===== src/rtl/ladybird_config_pkg.sv =====
// rtl/ladybird_config_pkg.sv - shared bus widths, requester IDs and arbiter state type
package ladybird_config;

    localparam int BUS_DATA_W  = 128;
    localparam int BUS_ADDR_W  = 32;
    localparam int BUS_ID_I    = 0;
    localparam int BUS_ID_D    = 1;
    localparam int BUS_NUM_REQ = 2;
    localparam int BUS_STRB_W  = BUS_DATA_W / 8;

    typedef enum logic [1:0] {
        ARB_IDLE = 2'd0,
        ARB_REQ  = 2'd1,
        ARB_RESP = 2'd2
    } bus_arb_state_t;

endpackage


===== src/rtl/ladybird_rr_arbiter.sv =====
// rtl/ladybird_rr_arbiter.sv - combinational round-robin pick of the first valid requester after the last grant
module ladybird_rr_arbiter
    import ladybird_config::*;
#(
    parameter int NUM_REQ = BUS_NUM_REQ,
    parameter int ID_W    = (NUM_REQ > 1) ? $clog2(NUM_REQ) : 1
) (
    input  logic [NUM_REQ-1:0] i_valid,
    input  logic [ID_W-1:0]    i_last,
    output logic [NUM_REQ-1:0] o_grant_oh,
    output logic [ID_W-1:0]    o_grant_idx,
    output logic               o_grant_any
);

    int              cand;
    logic [ID_W-1:0] cand_idx;

    // Walk from the farthest candidate to the nearest so the nearest valid one wins.
    always_comb begin
        o_grant_oh  = '0;
        o_grant_idx = '0;
        o_grant_any = 1'b0;
        cand        = 0;
        cand_idx    = '0;
        for (int k = NUM_REQ; k >= 1; k--) begin
            cand     = (int'(i_last) + k) % NUM_REQ;
            cand_idx = ID_W'(cand);
            if (i_valid[cand_idx]) begin
                o_grant_oh  = NUM_REQ'(1) << cand_idx;
                o_grant_idx = cand_idx;
                o_grant_any = 1'b1;
            end
        end
    end

endmodule


===== src/rtl/ladybird_bus_arbiter.sv =====
// rtl/ladybird_bus_arbiter.sv - shares the core line bus between I and D caches, one transaction at a time
module ladybird_bus_arbiter
    import ladybird_config::*;
#(
    parameter int NUM_REQ = BUS_NUM_REQ,
    parameter int DATA_W  = BUS_DATA_W,
    parameter int ADDR_W  = BUS_ADDR_W,
    parameter int STRB_W  = DATA_W / 8,
    parameter int ID_W    = (NUM_REQ > 1) ? $clog2(NUM_REQ) : 1
) (
    input  logic                      clk,
    input  logic                      rst,
    input  logic [NUM_REQ-1:0]        i_req_valid,
    output logic [NUM_REQ-1:0]        o_req_ready,
    input  logic [NUM_REQ*ADDR_W-1:0] i_req_addr,
    input  logic [NUM_REQ-1:0]        i_req_we,
    input  logic [NUM_REQ*DATA_W-1:0] i_req_wdata,
    input  logic [NUM_REQ*STRB_W-1:0] i_req_wstrb,
    output logic [NUM_REQ-1:0]        o_resp_valid,
    input  logic [NUM_REQ-1:0]        i_resp_ready,
    output logic [DATA_W-1:0]         o_resp_data,
    output logic                      o_bus_valid,
    input  logic                      i_bus_ready,
    output logic [ADDR_W-1:0]         o_bus_addr,
    output logic                      o_bus_we,
    output logic [DATA_W-1:0]         o_bus_wdata,
    output logic [STRB_W-1:0]         o_bus_wstrb,
    output logic [ID_W-1:0]           o_bus_id,
    input  logic                      i_bus_resp_valid,
    output logic                      o_bus_resp_ready,
    input  logic [DATA_W-1:0]         i_bus_resp_data,
    output logic                      o_busy
);

    bus_arb_state_t    state_q, state_d;
    logic              bus_valid_q, bus_valid_d;
    logic [ID_W-1:0]   bus_id_q, bus_id_d;
    logic [ID_W-1:0]   rr_last_q, rr_last_d;
    logic [ADDR_W-1:0] addr_q, addr_d;
    logic              we_q, we_d;
    logic [DATA_W-1:0] wdata_q, wdata_d;
    logic [STRB_W-1:0] wstrb_q, wstrb_d;

    logic [NUM_REQ-1:0] grant_oh;
    logic [ID_W-1:0]    grant_idx;
    logic               grant_any;

    ladybird_rr_arbiter #(
        .NUM_REQ (NUM_REQ),
        .ID_W    (ID_W)
    ) u_rr (
        .i_valid     (i_req_valid),
        .i_last      (rr_last_q),
        .o_grant_oh  (grant_oh),
        .o_grant_idx (grant_idx),
        .o_grant_any (grant_any)
    );

    always_ff @(posedge clk) begin
        if (rst) begin
            state_q     <= ARB_IDLE;
            bus_valid_q <= 1'b0;
            bus_id_q    <= '0;
            rr_last_q   <= ID_W'(BUS_ID_D);
            addr_q      <= '0;
            we_q        <= 1'b0;
            wdata_q     <= '0;
            wstrb_q     <= '0;
        end else begin
            state_q     <= state_d;
            bus_valid_q <= bus_valid_d;
            bus_id_q    <= bus_id_d;
            rr_last_q   <= rr_last_d;
            addr_q      <= addr_d;
            we_q        <= we_d;
            wdata_q     <= wdata_d;
            wstrb_q     <= wstrb_d;
        end
    end

    // In IDLE the granted requester always sees ready, so a grant is a handshake.
    always_comb begin
        state_d     = state_q;
        bus_valid_d = bus_valid_q;
        bus_id_d    = bus_id_q;
        rr_last_d   = rr_last_q;
        addr_d      = addr_q;
        we_d        = we_q;
        wdata_d     = wdata_q;
        wstrb_d     = wstrb_q;
        unique case (state_q)
            ARB_IDLE: begin
                if (grant_any) begin
                    state_d     = ARB_REQ;
                    bus_valid_d = 1'b1;
                    bus_id_d    = grant_idx;
                    rr_last_d   = grant_idx;
                    for (int r = 0; r < NUM_REQ; r++) begin
                        if (grant_idx == ID_W'(r)) begin
                            addr_d  = i_req_addr[r*ADDR_W +: ADDR_W];
                            we_d    = i_req_we[r];
                            wdata_d = i_req_wdata[r*DATA_W +: DATA_W];
                            wstrb_d = i_req_wstrb[r*STRB_W +: STRB_W];
                        end
                    end
                end
            end
            ARB_REQ: begin
                if (i_bus_ready) begin
                    state_d     = ARB_RESP;
                    bus_valid_d = 1'b0;
                end
            end
            ARB_RESP: begin
                if (i_bus_resp_valid && i_resp_ready[bus_id_q]) begin
                    state_d = ARB_IDLE;
                end
            end
            default: state_d = ARB_IDLE;
        endcase
    end

    always_comb begin
        o_req_ready      = (state_q == ARB_IDLE) ? grant_oh : '0;
        o_resp_valid     = '0;
        o_bus_resp_ready = 1'b0;
        if (state_q == ARB_RESP) begin
            o_resp_valid[bus_id_q] = i_bus_resp_valid;
            o_bus_resp_ready       = i_resp_ready[bus_id_q];
        end
        o_resp_data = i_bus_resp_data;
        o_bus_valid = bus_valid_q;
        o_bus_addr  = addr_q;
        o_bus_we    = we_q;
        o_bus_wdata = wdata_q;
        o_bus_wstrb = wstrb_q;
        o_bus_id    = bus_id_q;
        o_busy      = (state_q != ARB_IDLE);
    end

endmodule


===== config.mk =====
export PLATFORM = sky130hd
export DESIGN_NAME = ladybird_bus_arbiter
export DESIGN_NICKNAME = d
export VERILOG_FILES = /design/src/rtl/ladybird_config_pkg.sv /design/src/rtl/ladybird_rr_arbiter.sv /design/src/rtl/ladybird_bus_arbiter.sv
export SDC_FILE = /design/constraint.sdc
export NUM_CORES = 1
export LEC_CHECK = 0
export CORE_AREA = 2 2 310 312
export DETAILED_ROUTE_END_ITERATION = 6
export DIE_AREA = 0 0 312 314
export GPL_TIMING_DRIVEN = 0
export SLEW_MARGIN = 20
export SYNTH_ARGS = -nofsm -noshare
export SYNTH_HDL_FRONTEND = slang
export SYNTH_HIERARCHICAL = 1
export SYNTH_SLANG_ARGS = --single-unit

===== constraint.sdc =====
create_clock -name clk -period 2.8 [get_ports clk]
set_input_delay 0.56 -clock clk [delete_from_list [all_inputs] [get_ports clk]]
set_output_delay 0.56 -clock clk [all_outputs]
set_load 0.03 [all_outputs]

# Yosys cells after proc, flatten, opt, wreduce, memory -nomap -nowiden
# Index checks and enable logic that the tools add are counted.
op_classes:
  shifts: 2
  eq_ne: 5
  mux: 28
  n_bitwise: 1
  n_addsub: 2
  n_lt_le_gt_ge: 4
  reduce_logical: 8
ops:
  columns: ["op", "n"]
  rows:
  - ["128-bit two-way mux", 1]
  - ["32-bit two-way mux", 1]
  - ["16-bit two-way mux", 1]
  - ["1-bit two-way mux", 15]
  - ["2-bit two-way mux", 7]
  - ["1-bit by 2-bit less-than comparator with 1-bit output, second input constant", 3]
  - ["2-bit inequality test, second input constant", 3]
  - ["2-bit case mux with 3 select lines", 1]
  - ["3-bit AND reduction", 2]
  - ["2-bit nonzero test", 2]
  - ["1-bit by 1-bit << shifter with 2-bit output, first input constant", 2]
  - ["1-bit adder, second input constant", 2]
  - ["2-bit bitwise AND", 1]
  - ["2-bit by 1-bit equality test with 1-bit output, second input constant", 1]
  - ["2-bit equality test, second input constant", 1]
  - ["1-bit logical AND", 2]
  - ["2-bit zero test", 1]
  - ["1-bit case mux with 2 select lines", 1]
  - ["2-bit AND reduction", 1]
  - ["1-bit demux with 1-bit select", 1]
  - ["1-bit >= comparator, second input constant", 1]
word_totals:
  output_inout_bits: 313
  in_bits: 490
  wordCells: 58
  register_bits: 182

# Longest topological paths before layout
# Gate-level depths: netlist (run 1).
logic_depth:
  word_depth: 7
  mapped_depth: 7
  ltp_nobuf: 4

# Cells and area by module
# The synthesis (run 1) kept the hierarchy.
modules_own_cells:
  columns: ["mod", "instances", "area_each_um2", "cells_each"]
  rows:
  - ["ladybird_bus_arbiter", 1, 8684.6, 751]
  - ["ladybird_rr_arbiter", 1, 32.5, 5]

# Least setup slack after synthesis (run 1)
# No wires, ideal clock.
synth_path:
  kind: "in2reg"
  from: "input port i_req_valid[1]"
  to: "register wdata_q[18], in the netlist o_bus_wdata[18]"
  path_buffers: 3
  stages: 6
  setup_slack_ns: 0.851
  setup_time_ns: 0.115
  required_time_ns: 2.685
  arrival_time_ns: 1.834
  path_cell_list: "a21boi_1 buf_2 buf_2 clkbuf_1 mux2i_1 o2bb2ai_2"
synth_via:
  elab_chain_len: 5
  elab_cells_between_ends: 10
synth_lines:
  columns: ["element", "line", "text"]
  rows:
  - ["start, declared", "ladybird_bus_arbiter.sv:13", "input logic [NUM_REQ-1:0] i_req_valid,"]
  - ["1-bit two-way mux (implied by the code) (2 in a row)", "ladybird_rr_arbiter.sv:28", "if (i_valid[cand_idx]) begin"]
  - ["1-bit two-way mux (2 in a row)", "ladybird_rr_arbiter.sv:28", null]
  - ["128-bit two-way mux or 2-bit AND reduction (tied branches)", null, null]
  - ["end signal, assigned", "ladybird_bus_arbiter.sv:76", "wdata_q <= wdata_d;"]
  - ["end, declared", "ladybird_bus_arbiter.sv:41", "logic [DATA_W-1:0] wdata_q, wdata_d;"]
# Parallel ways exist; a longest one is shown, timed or not. The select of a mux whose other input is x is not followed.
# A chain may end at the register's enable or synchronous reset.

# Worst setup path after layout (run 1)
layout_path:
  from: "input port i_req_valid[1]"
  to: "register wdata_q[12], in the netlist o_bus_wdata[12]"
layout_via:
  elab_chain_len: 5
  elab_cells_between_ends: 10
layout_lines:
  columns: ["element", "line", "text"]
  rows:
  - ["1-bit two-way mux (implied by the code) (2 in a row)", "ladybird_rr_arbiter.sv:28", null]
  - ["1-bit two-way mux", "ladybird_rr_arbiter.sv:28", null]
  - ["1-bit two-way mux (*)", "ladybird_rr_arbiter.sv:28", null]
  - ["net grant_idx", "ladybird_bus_arbiter.sv:45", "logic [ID_W-1:0] grant_idx;"]
  - ["128-bit two-way mux (*)", "ladybird_bus_arbiter.sv:99", "if (grant_idx == ID_W'(r)) begin"]
# The timed path passes the listed nets; every way through them passes the cells marked *. The select of a mux whose other input is x is not followed.

==> results of run 1 <==
-- flip-flops by register name, summed over array words and instances, names as in the netlist --
register     count
o_bus_we         1
o_bus_addr      32
o_bus_wdata    128
o_bus_id         1
rr_last_q        1
o_bus_wstrb     16
o_bus_valid      1
state_q          2
-- stage by stage --
step / instance area [um^2] / setup slack, ns / total power, W / hold slack [ns]
detailed placement: 17100 / -1.20 / 0.00624 / 0.445
CTS: 17700 / 0.00829 / 0.00902 / 0.468
floorplan: 8720 / 0.851 / 0.00461 / 0.453
finish: 17700 / 0.0809 / 0.00878 / 0.464
global placement: 17000 / -1.54 / 0.00624 / 0.443
global route: 17700 / 0.0127 / 0.00923 / 0.476
-- cell usage in the layout (no fill, tap or decap), types with 4 or more instances in the layout --
cell type	synthesis	layout
clkdlybuf4s50_1	0	670
dfxtp_1	182	181
mux2i_1	178	177
o2bb2ai_1	137	137
buf_4	129	130
o2bb2ai_2	40	40
clkbuf_1	25	18
clkbuf_16	0	17
buf_6	15	15
buf_2	15	14
diode_2	0	11
clkbuf_2	0	5
clkinv_8	0	5
nor2b_1	4	4
-- cell usage after synthesis (all sizes together) --
library cell	n	area, um^2
dfxtp	182	3640
mux2i	178	1780
o2bb2ai	177	1800
buf	163	1230
clkbuf	25	93.8
a21oi	4	20.0
nor2b	4	25.0
inv	3	11.3
nand2	3	11.3
nor2	3	11.3
a21boi	2	15.0
and2	2	12.5
o21ai	2	10.0
or2	2	12.5
a2111oi	1	8.76
and3	1	6.26
nand3	1	5.00
nand3b	1	7.51
nor3	1	5.00
or3b	1	8.76
-- power groups by stage --
stage | registers [W] | clock network, W | logic [W]
finish | 0.00302 | 0.00264 | 0.00312
global route | 0.00306 | 0.00289 | 0.00328
CTS | 0.00303 | 0.00282 | 0.00318
detailed placement | 0.00308 | 0 | 0.00317
global placement | 0.00308 | 0 | 0.00316
floorplan | 0.00358 | 0 | 0.00103
-- layout make-up --
cell class | count | area share, %
buffer | 188 | 7.58
tap | 1265 | 8.92
antenna | 11 | 0.155
clock buffer | 17 | 2.40
clock inverter | 15 | 1.09
inverter | 3 | 0.0635
multi-input combinational | 383 | 21.2
timing repair buffer | 674 | 38.1
sequential | 182 | 20.6
-- cells by family after synthesis --
logic type | synth area share, %
simple gates | 1.21
buf+inv | 15.3
compound gates | 21.3
mux | 20.4
flops | 41.8
-- worst paths after layout --
check,startpoint,slack (ns),endpoint
max,i_req_valid[1],0.08,o_bus_wdata[12]$_SDFFE_PP0P_
min,o_bus_wdata[65]$_SDFFE_PP0P_,0.46,o_bus_wdata[65]$_SDFFE_PP0P_
max reg2reg,rr_last_q$_SDFFE_PP1P_,0.33,o_bus_wdata[12]$_SDFFE_PP0P_
min reg2reg,o_bus_wdata[65]$_SDFFE_PP0P_,0.46,o_bus_wdata[65]$_SDFFE_PP0P_
-- per-layer routing --
layer / wire (um) / vias up
met1: 19000 / 3917
met3: 4870 / 46
li1: - / 4077
met5: 48 / -
met2: 25600 / 442
met4: 1240 / 8
-- worst max-delay path, stage by stage --
cell and delay (ns):
clkdlybuf4s50_1 0.49, a21boi_1 0.19, buf_2 0.27, buf_4 0.34, clkdlybuf4s18_2 0.54, mux2i_1 0.56
o2bb2ai_2 0.07
==> flow_summary.html, run 1 <==
<table>
<tr><th>Metric</th><th>Value</th></tr>
<tr><th colspan="2">Outcome</th></tr>
<tr><td>Result of the run</td><td>finished clean</td></tr>
<tr><th colspan="2">STA</th></tr>
<tr><td>TNS Setup</td><td>0 ns</td></tr>
<tr><td>Achievable frequency</td><td>368 MHz</td></tr>
<tr><td>RSZ-0062 raised after global routing</td><td>false</td></tr>
<tr><td>Final critical path time including I/O delays and setup</td><td>2.72 ns</td></tr>
<tr><td>Worst max-slew margin expressed relative to the limit</td><td>41.9%</td></tr>
<tr><td>Transition at the pin with the smallest max-transition slack</td><td>0.871 ns</td></tr>
<tr><td>Fin crit share</td><td>97.1%</td></tr>
<tr><td>Hold Violations, Final</td><td>0</td></tr>
<tr><td>Max-slew violation total from the final report</td><td>0</td></tr>
<tr><td>Setup skew after layout</td><td>0.0172 ns</td></tr>
<tr><td>Final Setup Violations</td><td>0</td></tr>
<tr><th colspan="2">Clocking</th></tr>
<tr><td>Number of gates given a new drive strength after cts</td><td>14</td></tr>
<tr><td>Buffer levels on the longest clock path</td><td>2</td></tr>
<tr><td>Post-CTS repair timing setup buffer count</td><td>0</td></tr>
<tr><td>CTS tree</td><td>yes</td></tr>
<tr><td>H-tree lvl count</td><td>4</td></tr>
<tr><td>Clock latency on the worst-skew pair</td><td>0.50 ns</td></tr>
<tr><td>Number of sinks handled by clock tree synthesis</td><td>182</td></tr>
<tr><td>Cts bufs inserted</td><td>17</td></tr>
<tr><td>Cell at the root of the clock tree</td><td>clkbuf_16</td></tr>
<tr><td>Number of buffers inserted by hold repair at cts</td><td>0</td></tr>
<tr><td>Clock input transition at the sequential cells of the worst setup and hold paths</td><td>0.08 ns</td></tr>
<tr><th colspan="2">Yosys</th></tr>
<tr><td>Number of instances in the synthesized netlist</td><td>756</td></tr>
<tr><td>Post-synth cell types</td><td>24</td></tr>
<tr><td>Net count after synthesis</td><td>1246</td></tr>
<tr><td>Average size of a mapped cell</td><td>11.5 um^2</td></tr>
<tr><td>Cell area after technology mapping</td><td>8720 um^2</td></tr>
<tr><td>Share of the yosys chip area belonging to registers</td><td>41.8%</td></tr>
<tr><td>Count of warnings emitted by yosys</td><td>6</td></tr>
<tr><td>Synthesis-stage register bit count</td><td>182</td></tr>
<tr><th colspan="2">Finish</th></tr>
<tr><td>Finished Layout Cells</td><td>2738</td></tr>
<tr><td># fillers</td><td>10500</td></tr>
<tr><td>Area occupied by registers</td><td>3640 um^2</td></tr>
<tr><td>Area growth syn-to-layout</td><td>103%</td></tr>
<tr><td>Multi-input logic area</td><td>3760 um^2</td></tr>
<tr><td>Fraction of layout instances using a drive strength above 1</td><td>16.6%</td></tr>
<tr><td>Final Util</td><td>18.8%</td></tr>
<tr><td>Final #Nets</td><td>1939</td></tr>
<tr><th colspan="2">Routing</th></tr>
<tr><td>Antenna violation net count after detailed routing</td><td>0</td></tr>
<tr><td>Residual DRC</td><td>0</td></tr>
<tr><td>Iteration count of the initial detailed-routing pass</td><td>4</td></tr>
<tr><td>Vias/cell</td><td>3.10</td></tr>
<tr><td>Total number of vias</td><td>8490</td></tr>
<tr><td>Count of routing violations after the opening detailed-route iteration</td><td>187</td></tr>
<tr><td>Sum of routed wire length over all layers</td><td>50.8 mm</td></tr>
<tr><td>WL/cell</td><td>18.6 um</td></tr>
<tr><th colspan="2">Pwr</th></tr>
<tr><td>Switching part of the total</td><td>35.7%</td></tr>
<tr><td>Power Density</td><td>495 nW/um^2</td></tr>
<tr><td>Part of the total power dissipated in combinational logic</td><td>35.5%</td></tr>
<tr><td>Net switching power of the design</td><td>0.00313 W</td></tr>
<tr><td>Proportion of power drawn by the clock network</td><td>30.0%</td></tr>
<tr><td>Leak</td><td>6.45 nW</td></tr>
<tr><td>Peak supply drop</td><td>390 uV</td></tr>
<tr><td>Share of total power in sequential cells</td><td>34.4%</td></tr>
<tr><td>Internal power contribution</td><td>0.00565 W</td></tr>
<tr><th colspan="2">GRT</th></tr>
<tr><td>Via count of the first global-routing pass</td><td>9118</td></tr>
<tr><td>Overall track demand over capacity in global routing</td><td>10.0%</td></tr>
<tr><td>Met3 track demand over resource in global routing</td><td>4.76%</td></tr>
<tr><td>Global route hottest layer</td><td>met2</td></tr>
<tr><td>GR Util met1</td><td>10.4%</td></tr>
<tr><td>Wire length of the first global-routing pass</td><td>67.9 mm</td></tr>
<tr><td>Met2 routing resource usage after global routing</td><td>17.5%</td></tr>
<tr><td>Overflow after GRT</td><td>0</td></tr>
<tr><td>Antenna violations before repair</td><td>11</td></tr>
<tr><td>Maximum number of pins on one net before global-route repair</td><td>20</td></tr>
<tr><th colspan="2">Die</th></tr>
<tr><td>Initial core utilization</td><td>9.23%</td></tr>
<tr><td>Floorplan die height</td><td>314 um</td></tr>
<tr><td>Core Box Area</td><td>94400 um^2</td></tr>
<tr><td>Number of I/O pins</td><td>803</td></tr>
<tr><td>Total number of placement rows</td><td>113</td></tr>
<tr><td>Chip Width</td><td>312 um</td></tr>
<tr><td>Die outline area</td><td>98000 um^2</td></tr>
<tr><th colspan="2">Hold path</th></tr>
<tr><td>Class of the tightest hold or removal check</td><td>reg -&gt; reg</td></tr>
<tr><td>Worst hold path cell count</td><td>1</td></tr>
<tr><th colspan="2">Critical path</th></tr>
<tr><td>Worst endpoint required time</td><td>3.17 ns</td></tr>
<tr><td>Launching element type of the critical path</td><td>input port</td></tr>
<tr><td>Critical Setup Path Class</td><td>in -&gt; reg</td></tr>
<tr><td>Setup crit end kind</td><td>flop</td></tr>
<tr><td>Depth of the worst register-to-register path</td><td>6</td></tr>
<tr><td>Critical-path maximum fanout</td><td>10</td></tr>
<tr><td>Arrival time worst endpoint</td><td>3.09 ns</td></tr>
<tr><th colspan="2">Placed design</th></tr>
<tr><td>I/O Buffers</td><td>674</td></tr>
<tr><td>Placer Congestion</td><td>0.782</td></tr>
<tr><td>Half-perimeter wire length after detailed placement</td><td>42.9 mm</td></tr>
<tr><td>Dpl cells</td><td>2695</td></tr>
<tr><th colspan="2">Flow run</th></tr>
<tr><td>Number of max-capacitance violations reported</td><td>0</td></tr>
</table>
Power figures use the tool's default switching activity.
==> inputs of run 2 (changes only) <==
- REMOVE_ABC_BUFFERS: unset -> 1
==> flow_summary.html, run 2 (same netlist as run 1, synthesis figures left out) <==
<table>
<tr><th>Metric</th><th>Value</th></tr>
<tr><th colspan="2">Finish</th></tr>
<tr><td># fillers</td><td>10600 (+1.2%)</td></tr>
<tr><td>Final #Nets</td><td>1650 (-15%)</td></tr>
<tr><td>Final Util</td><td>16.7% (-2.1 points)</td></tr>
<tr><td>Area growth syn-to-layout</td><td>80.6%</td></tr>
<tr><td>Fraction of layout instances using a drive strength above 1</td><td>8.80% (-7.8 points)</td></tr>
<tr><td>Post-route cell area</td><td>15700 um^2 (-11%)</td></tr>
<tr><td>Max reg flops</td><td>128 (unchanged)</td></tr>
<tr><td>Commonest non-fill, non-tap cell in the layout</td><td>clkdlybuf4s50_1</td></tr>
<tr><td>Leading cell types in the layout, fill and taps excluded</td><td>clkdlybuf4s50_1, dfxtp_1, mux2i_1</td></tr>
<tr><th colspan="2">Routing</th></tr>
<tr><td>Sum of routed wire length over all layers</td><td>61.2 mm (+20%)</td></tr>
<tr><td>Count of routing violations after the opening detailed-route iteration</td><td>543 (+190%)</td></tr>
<tr><td>Antenna violation net count after detailed routing</td><td>0 (unchanged)</td></tr>
<tr><td>Total number of vias</td><td>8176 (-3.7%)</td></tr>
<tr><td>WL/cell</td><td>25.1 um (+35%)</td></tr>
<tr><td>Residual DRC</td><td>0 (unchanged)</td></tr>
<tr><td>Vias/cell</td><td>3.35 (+8.2%)</td></tr>
<tr><td>Iteration count of the initial detailed-routing pass</td><td>5 (+1)</td></tr>
<tr><th colspan="2">STA</th></tr>
<tr><td>Max-slew violation total from the final report</td><td>0 (unchanged)</td></tr>
<tr><td>Setup skew after layout</td><td>0.0158 ns (-0.00140 ns)</td></tr>
<tr><td>RSZ-0062 raised after global routing</td><td>false</td></tr>
<tr><td>Worst-case setup margin in the final layout</td><td>0.0694 ns (-0.0115 ns)</td></tr>
<tr><td>TNS Setup</td><td>0 ns (unchanged)</td></tr>
<tr><td>Fin crit share</td><td>97.5% (+0.41 points)</td></tr>
<tr><td>Achievable frequency</td><td>366 MHz (-0.42%)</td></tr>
<tr><td>WHS</td><td>0.463 ns (-0.00191 ns)</td></tr>
<tr><td>Transition at the pin with the smallest max-transition slack</td><td>0.733 ns (-0.138 ns)</td></tr>
<tr><td>Final Setup Violations</td><td>0 (unchanged)</td></tr>
<tr><td>Hold Violations, Final</td><td>0 (unchanged)</td></tr>
<tr><td>Worst max-slew margin expressed relative to the limit</td><td>51.1% (+9.2 points)</td></tr>
<tr><td>Final critical path time including I/O delays and setup</td><td>2.73 ns (+0.0115 ns)</td></tr>
<tr><th colspan="2">Die</th></tr>
<tr><td>Initial core utilization</td><td>9.23% (unchanged)</td></tr>
<tr><td>Total number of placement rows</td><td>113 (unchanged)</td></tr>
<tr><td>Floorplan die height</td><td>314 um (unchanged)</td></tr>
<tr><td>Number of I/O pins</td><td>803 (unchanged)</td></tr>
<tr><td>Core Box Area</td><td>94400 um^2 (unchanged)</td></tr>
<tr><td>Chip Width</td><td>312 um (unchanged)</td></tr>
<tr><td>Die outline area</td><td>98000 um^2 (unchanged)</td></tr>
<tr><th colspan="2">GRT</th></tr>
<tr><td>Via count of the first global-routing pass</td><td>8286 (-9.1%)</td></tr>
<tr><td>Overflow after GRT</td><td>0 (unchanged)</td></tr>
<tr><td>Maximum number of pins on one net before global-route repair</td><td>54 (+170%)</td></tr>
<tr><td>Wire length of the first global-routing pass</td><td>78.3 mm (+15%)</td></tr>
<tr><td>Overall track demand over capacity in global routing</td><td>12.1% (+2.1 points)</td></tr>
<tr><td>Antenna violations before repair</td><td>1 (-10)</td></tr>
<tr><th colspan="2">Placed design</th></tr>
<tr><td>Setup slack at placement</td><td>-1.05 ns (+0.148 ns)</td></tr>
<tr><td>Half-perimeter wire length after detailed placement</td><td>48.2 mm (+12%)</td></tr>
<tr><td>Placer Congestion</td><td>0.727 (-7.0%)</td></tr>
<tr><td>Placed standard-cell area</td><td>15100 um^2 (-11%)</td></tr>
<tr><td>I/O Buffers</td><td>546 (-19%)</td></tr>
<tr><th colspan="2">Clocking</th></tr>
<tr><td>Number of buffers inserted by hold repair at cts</td><td>0 (unchanged)</td></tr>
<tr><td>Cts bufs inserted</td><td>17 (unchanged)</td></tr>
<tr><td>Clock input transition at the sequential cells of the worst setup and hold paths</td><td>0.07 ns (about the same)</td></tr>
<tr><td>Buffer levels on the longest clock path</td><td>2 (unchanged)</td></tr>
<tr><td>Number of sinks handled by clock tree synthesis</td><td>182 (unchanged)</td></tr>
<tr><td>CTS tree</td><td>yes</td></tr>
<tr><td>Cell at the root of the clock tree</td><td>clkbuf_16</td></tr>
<tr><td>H-tree lvl count</td><td>4 (unchanged)</td></tr>
<tr><td>Clock latency on the worst-skew pair</td><td>0.50 ns (about the same)</td></tr>
<tr><th colspan="2">Flow run</th></tr>
<tr><td>Number of max-capacitance violations reported</td><td>0 (unchanged)</td></tr>
<tr><th colspan="2">Critical path</th></tr>
<tr><td>Setup crit end kind</td><td>flop</td></tr>
<tr><td>Critical Setup Path Class</td><td>in -&gt; reg</td></tr>
<tr><td>Worst endpoint required time</td><td>3.17 ns (about the same)</td></tr>
<tr><td>Critical-path maximum fanout</td><td>16 (+6)</td></tr>
<tr><td>Launching element type of the critical path</td><td>input port</td></tr>
<tr><td>Arrival time worst endpoint</td><td>3.10 ns (about the same)</td></tr>
<tr><th colspan="2">Pwr</th></tr>
<tr><td>Peak supply drop</td><td>433 uV (+11%)</td></tr>
<tr><td>Power Density</td><td>524 nW/um^2 (+5.9%)</td></tr>
<tr><td>Leak</td><td>5.38 nW (-17%)</td></tr>
<tr><th colspan="2">Hold path</th></tr>
<tr><td>Class of the tightest hold or removal check</td><td>reg -&gt; reg</td></tr>
<tr><th colspan="2">Outcome</th></tr>
<tr><td>Result of the run</td><td>finished clean</td></tr>
</table>
## run 2: cell type report
class / count / area [um^2] / area share, %
clock buffer: 18 / 439 / 2.79
multi-input combinational: 383 / 3780 / 24.0
tap: 1265 / 1580 / 10.1
clock inverter: 12 / 141 / 0.898
antenna: 1 / 2.50 / 0.0159
sequential: 182 / 3640 / 23.1
inverter: 3 / 11.3 / 0.0715
timing repair buffer: 573 / 6140 / 39.0
## run 2: what timing repair did
item | 4_1_cts | 5_1_grt
setup buffers | 1 | 1
gates cloned | 0 | 0
setup endpoints to repair | 24 | 2
gates resized for setup | 6 | 2
endpoints found under the hold margin | 0 | 0
## run 2: final timing paths
| check | slack, ns | cells after the start | end | from |
|---|---|---|---|---|
| worst max register to register | 0.30 | 10 | o_bus_wdata[59]$_SDFFE_PP0P_ | rr_last_q$_SDFFE_PP1P_ |
| worst min register to register | 0.46 | 1 | o_bus_wdata[50]$_SDFFE_PP0P_ | o_bus_wdata[50]$_SDFFE_PP0P_ |
| worst max-delay path | 0.07 | 11 | o_bus_wdata[59]$_SDFFE_PP0P_ | i_req_valid[1] |
| worst min-delay path | 0.46 | 1 | o_bus_wdata[50]$_SDFFE_PP0P_ | o_bus_wdata[50]$_SDFFE_PP0P_ |
## run 2: layer usage
layer  GRT usage, %  up-vias  share of wire (%)
met3           13.6       71                 23
met5           9.43        -                1.9
li1               -     3490                  -
met2           14.6      859                 36
met4           4.05       20                2.2
met1           12.4     3736                 37
## run 2: per-stage QoR
step           instances  power [W]
6_report            2437    0.00825
5_1_grt             2437    0.00862
4_1_cts             2435    0.00841
3_5_place_dp        2404    0.00568
3_3_place_gp        2379    0.00593
2_1_floorplan        568    0.00448
## run 2: report_power, final
| part | switching (W) | internal (W) | total [W] | leakage (nW) |
|---|---|---|---|---|
| Combinational | 0.00127 | 0.00133 | 0.00260 | 3.60 |
| Sequential | 0.000163 | 0.00286 | 0.00302 | 1.50 |
| Clock | 0.00128 | 0.00135 | 0.00262 | 0.280 |
## run 2: critical path, stage by stage
cell	delay, ns
clkdlybuf4s50_1	0.50
a21boi_4	0.26
buf_12	0.22
buf_16	0.18
buf_16	0.18
buf_8	0.18
buf_16	0.17
buf_16	0.18
buf_16	0.18
mux2i_2	0.30
o2bb2ai_1	0.09
==> inputs of run 3 (changes only) <==
- CORE_AREA: 2 2 310 312 -> 5 5 311 313
- DIE_AREA: 0 0 312 314 -> 0 0 316 318
==> flow_summary.html, run 3 (same netlist as run 1, synthesis figures left out) <==
<table>
<tr><th>Metric</th><th>Value</th></tr>
<tr><th colspan="2">Routing</th></tr>
<tr><td>Iteration count of the initial detailed-routing pass</td><td>4 (-1)</td></tr>
<tr><td>Residual DRC</td><td>0 (unchanged)</td></tr>
<tr><td>Antenna violation net count after detailed routing</td><td>0 (unchanged)</td></tr>
<tr><td>Count of routing violations after the opening detailed-route iteration</td><td>425 (-22%)</td></tr>
<tr><td>WL/cell</td><td>26.1 um (+4.0%)</td></tr>
<tr><td>Sum of routed wire length over all layers</td><td>63.8 mm (+4.3%)</td></tr>
<tr><td>Total number of vias</td><td>8046 (-1.6%)</td></tr>
<tr><td>Vias/cell</td><td>3.29 (-1.8%)</td></tr>
<tr><th colspan="2">Placed design</th></tr>
<tr><td>Placer Congestion</td><td>0.698 (-4.0%)</td></tr>
<tr><td>Half-perimeter wire length after detailed placement</td><td>50.4 mm (+4.6%)</td></tr>
<tr><td>I/O Buffers</td><td>546 (unchanged)</td></tr>
<tr><td>Dpl cells</td><td>2404 (unchanged)</td></tr>
<tr><th colspan="2">GRT</th></tr>
<tr><td>Overflow after GRT</td><td>0 (unchanged)</td></tr>
<tr><td>Wire length of the first global-routing pass</td><td>80.5 mm (+2.8%)</td></tr>
<tr><td>Via count of the first global-routing pass</td><td>8167 (-1.4%)</td></tr>
<tr><td>Antenna violations before repair</td><td>0 (-1)</td></tr>
<tr><td>Maximum number of pins on one net before global-route repair</td><td>50 (-7.4%)</td></tr>
<tr><td>Overall track demand over capacity in global routing</td><td>12.1% (about the same)</td></tr>
<tr><th colspan="2">Critical path</th></tr>
<tr><td>Critical Setup Path Class</td><td>in -&gt; reg</td></tr>
<tr><td>Cell repeated most along the worst path</td><td>buf_16</td></tr>
<tr><td>CP max stage cell</td><td>clkdlybuf4s50_1</td></tr>
<tr><td>Critical-path maximum fanout</td><td>19 (+3)</td></tr>
<tr><td>Crit path max-delay family</td><td>buffers and inverters</td></tr>
<tr><td>Cell Chain, Critical Path</td><td>clkdlybuf4s50_1 &gt; a21boi_4 &gt; buf_4 &gt; buf_12 &gt; buf_16 &gt; buf_16 &gt; buf_16 &gt; buf_16 &gt; buf_16 &gt; buf_16 &gt; mux2i_1 &gt; o2bb2ai_1</td></tr>
<tr><td>Launching element type of the critical path</td><td>input port</td></tr>
<tr><td>Arrival time worst endpoint</td><td>3.09 ns (about the same)</td></tr>
<tr><td>Setup crit end kind</td><td>flop</td></tr>
<tr><td>Worst endpoint required time</td><td>3.17 ns (about the same)</td></tr>
<tr><td>Combined buffer and inverter count along the critical path</td><td>9 (+1)</td></tr>
<tr><td>Slowest stage delay, CP</td><td>0.50 ns (about the same)</td></tr>
<tr><th colspan="2">STA</th></tr>
<tr><td>Final Setup Violations</td><td>0 (unchanged)</td></tr>
<tr><td>Worst max-slew margin expressed relative to the limit</td><td>52.4% (+1.3 points)</td></tr>
<tr><td>Achievable frequency</td><td>368 MHz (+0.59%)</td></tr>
<tr><td>RSZ-0062 raised after global routing</td><td>false</td></tr>
<tr><td>Fin crit share</td><td>96.9% (-0.57 points)</td></tr>
<tr><td>Max-slew violation total from the final report</td><td>0 (unchanged)</td></tr>
<tr><td>Transition at the pin with the smallest max-transition slack</td><td>0.714 ns (-0.0193 ns)</td></tr>
<tr><td>Hold Violations, Final</td><td>0 (unchanged)</td></tr>
<tr><td>Final critical path time including I/O delays and setup</td><td>2.71 ns (-0.0160 ns)</td></tr>
<tr><td>Setup skew after layout</td><td>0.0168 ns (+0.000973 ns)</td></tr>
<tr><td>WHS</td><td>0.463 ns (+0.000798 ns)</td></tr>
<tr><th colspan="2">Die</th></tr>
<tr><td>Die outline area</td><td>100000 um^2 (+2.6%)</td></tr>
<tr><td>Core Box Area</td><td>94000 um^2 (-0.45%)</td></tr>
<tr><td>Floorplan die height</td><td>318 um (+1.3%)</td></tr>
<tr><td>Chip Width</td><td>316 um (+1.3%)</td></tr>
<tr><td>Initial core utilization</td><td>9.27% (+0.042 points)</td></tr>
<tr><td>Total number of placement rows</td><td>113 (unchanged)</td></tr>
<tr><td>Number of I/O pins</td><td>803 (unchanged)</td></tr>
<tr><th colspan="2">Finish</th></tr>
<tr><td>Final Util</td><td>16.8% (+0.17 points)</td></tr>
<tr><td>Leading cell types in the layout, fill and taps excluded</td><td>clkdlybuf4s50_1, dfxtp_1, mux2i_1</td></tr>
<tr><td># fillers</td><td>10500 (-1.1%)</td></tr>
<tr><td>Max reg flops</td><td>128 (unchanged)</td></tr>
<tr><td>Total inserted antenna cells</td><td>0 (-1)</td></tr>
<tr><td>Commonest non-fill, non-tap cell in the layout</td><td>clkdlybuf4s50_1</td></tr>
<tr><td>Fraction of layout instances using a drive strength above 1</td><td>9.08% (+0.29 points)</td></tr>
<tr><td>Final #Nets</td><td>1655 (+0.30%)</td></tr>
<tr><td>Finished Layout Cells</td><td>2443 (+0.25%)</td></tr>
<tr><td>Area growth syn-to-layout</td><td>81.6%</td></tr>
<tr><th colspan="2">Clocking</th></tr>
<tr><td>Clock input transition at the sequential cells of the worst setup and hold paths</td><td>0.07 ns (about the same)</td></tr>
<tr><td>Clock latency on the worst-skew pair</td><td>0.50 ns (about the same)</td></tr>
<tr><td>CTS tree</td><td>yes</td></tr>
<tr><td>Cell at the root of the clock tree</td><td>clkbuf_16</td></tr>
<tr><td>H-tree lvl count</td><td>4 (unchanged)</td></tr>
<tr><td>Buffer levels on the longest clock path</td><td>2 (unchanged)</td></tr>
<tr><td>Cts bufs inserted</td><td>17 (unchanged)</td></tr>
<tr><td>Number of sinks handled by clock tree synthesis</td><td>182 (unchanged)</td></tr>
<tr><td>Number of buffers inserted by hold repair at cts</td><td>0 (unchanged)</td></tr>
<tr><th colspan="2">Flow run</th></tr>
<tr><td>Number of max-capacitance violations reported</td><td>0 (unchanged)</td></tr>
<tr><th colspan="2">Pwr</th></tr>
<tr><td>Peak supply drop</td><td>388 uV (-10%)</td></tr>
<tr><td>Leak</td><td>5.46 nW (+1.4%)</td></tr>
<tr><td>Power Density</td><td>535 nW/um^2 (+2.1%)</td></tr>
<tr><th colspan="2">Outcome</th></tr>
<tr><td>Result of the run</td><td>finished clean</td></tr>
<tr><th colspan="2">Hold path</th></tr>
<tr><td>Class of the tightest hold or removal check</td><td>reg -&gt; reg</td></tr>
</table>
==> run 3: cell types whose count changed in the layout (fill, tap and decap cells not counted), moves of 2 or more <==
cell            previous run  this run
bufinv_16                  2         4
dlymetal6s2s_1             0         2
inv_6                      6         4
buf_4                      1         7
inv_8                      0         2
buf_12                     3         1
buf_16                    21        23
dlygate4sd2_1              4         1
mux2i_1                  176       178
==> run 3: timing repair <==
item	in CTS	in global routing
buffers inserted	7	0
endpoints found under the setup margin	15	23
gates resized for setup	1	2
pin swaps	2	0
==> run 3: worst paths after layout <==
path | startpoint | slack [ns] | to | cells past startpoint
max | i_req_valid[1] | 0.09 | o_bus_wdata[121]$_SDFFE_PP0P_ | 12
min | o_bus_wdata[109]$_SDFFE_PP0P_ | 0.46 | o_bus_wdata[109]$_SDFFE_PP0P_ | 1
max reg2reg | rr_last_q$_SDFFE_PP1P_ | 0.36 | o_bus_wdata[121]$_SDFFE_PP0P_ | 11
min reg2reg | o_bus_wdata[109]$_SDFFE_PP0P_ | 0.46 | o_bus_wdata[109]$_SDFFE_PP0P_ | 1
==> run 3: layer usage <==
layer / vias to the layer above / global-route usage, % / share of wire [%]
li1: 3494 / - / -
met1: 3663 / 12.3 / 36
met2: 815 / 14.8 / 35
met3: 54 / 14.6 / 25
met4: 20 / 3.06 / 1.7
met5: - / 9.82 / 2.4
==> run 3: stage by stage <==
| step | total power (W) | area (um^2) | setup WS, ns | TNS (ns) |
|---|---|---|---|---|
| floorplan | 0.00448 | 7400 | -11.35 | -1948.29 |
| global placement | 0.00596 | 14400 | -19.99 | -3099.67 |
| detailed placement | 0.00571 | 15100 | -0.658 | -48.04 |
| CTS | 0.00868 | 15800 | 0.00133 | 0 |
| global route | 0.00889 | 15800 | 0.0169 | 0 |
| finish | 0.00848 | 15800 | 0.0854 | 0 |
==> run 3: report_power, final <==
group	internal (W)	switching (W)	total [W]
combinational	0.00134	0.00129	0.00263
sequential	0.00286	0.000159	0.00302
clock	0.00152	0.00131	0.00283
total	0.00572	0.00276	0.00848
==> run 3: final cells by class <==
| type | instances | area [um^2] | area share (%) |
|---|---|---|---|
| clock buffer | 17 | 425 | 2.69 |
| timing repair buffer | 578 | 6190 | 39.1 |
| tap | 1265 | 1580 | 10.0 |
| clock inverter | 15 | 215 | 1.36 |
| sequential | 182 | 3640 | 23.0 |
| multi-input combinational | 383 | 3770 | 23.8 |
| inverter | 3 | 11.3 | 0.0711 |
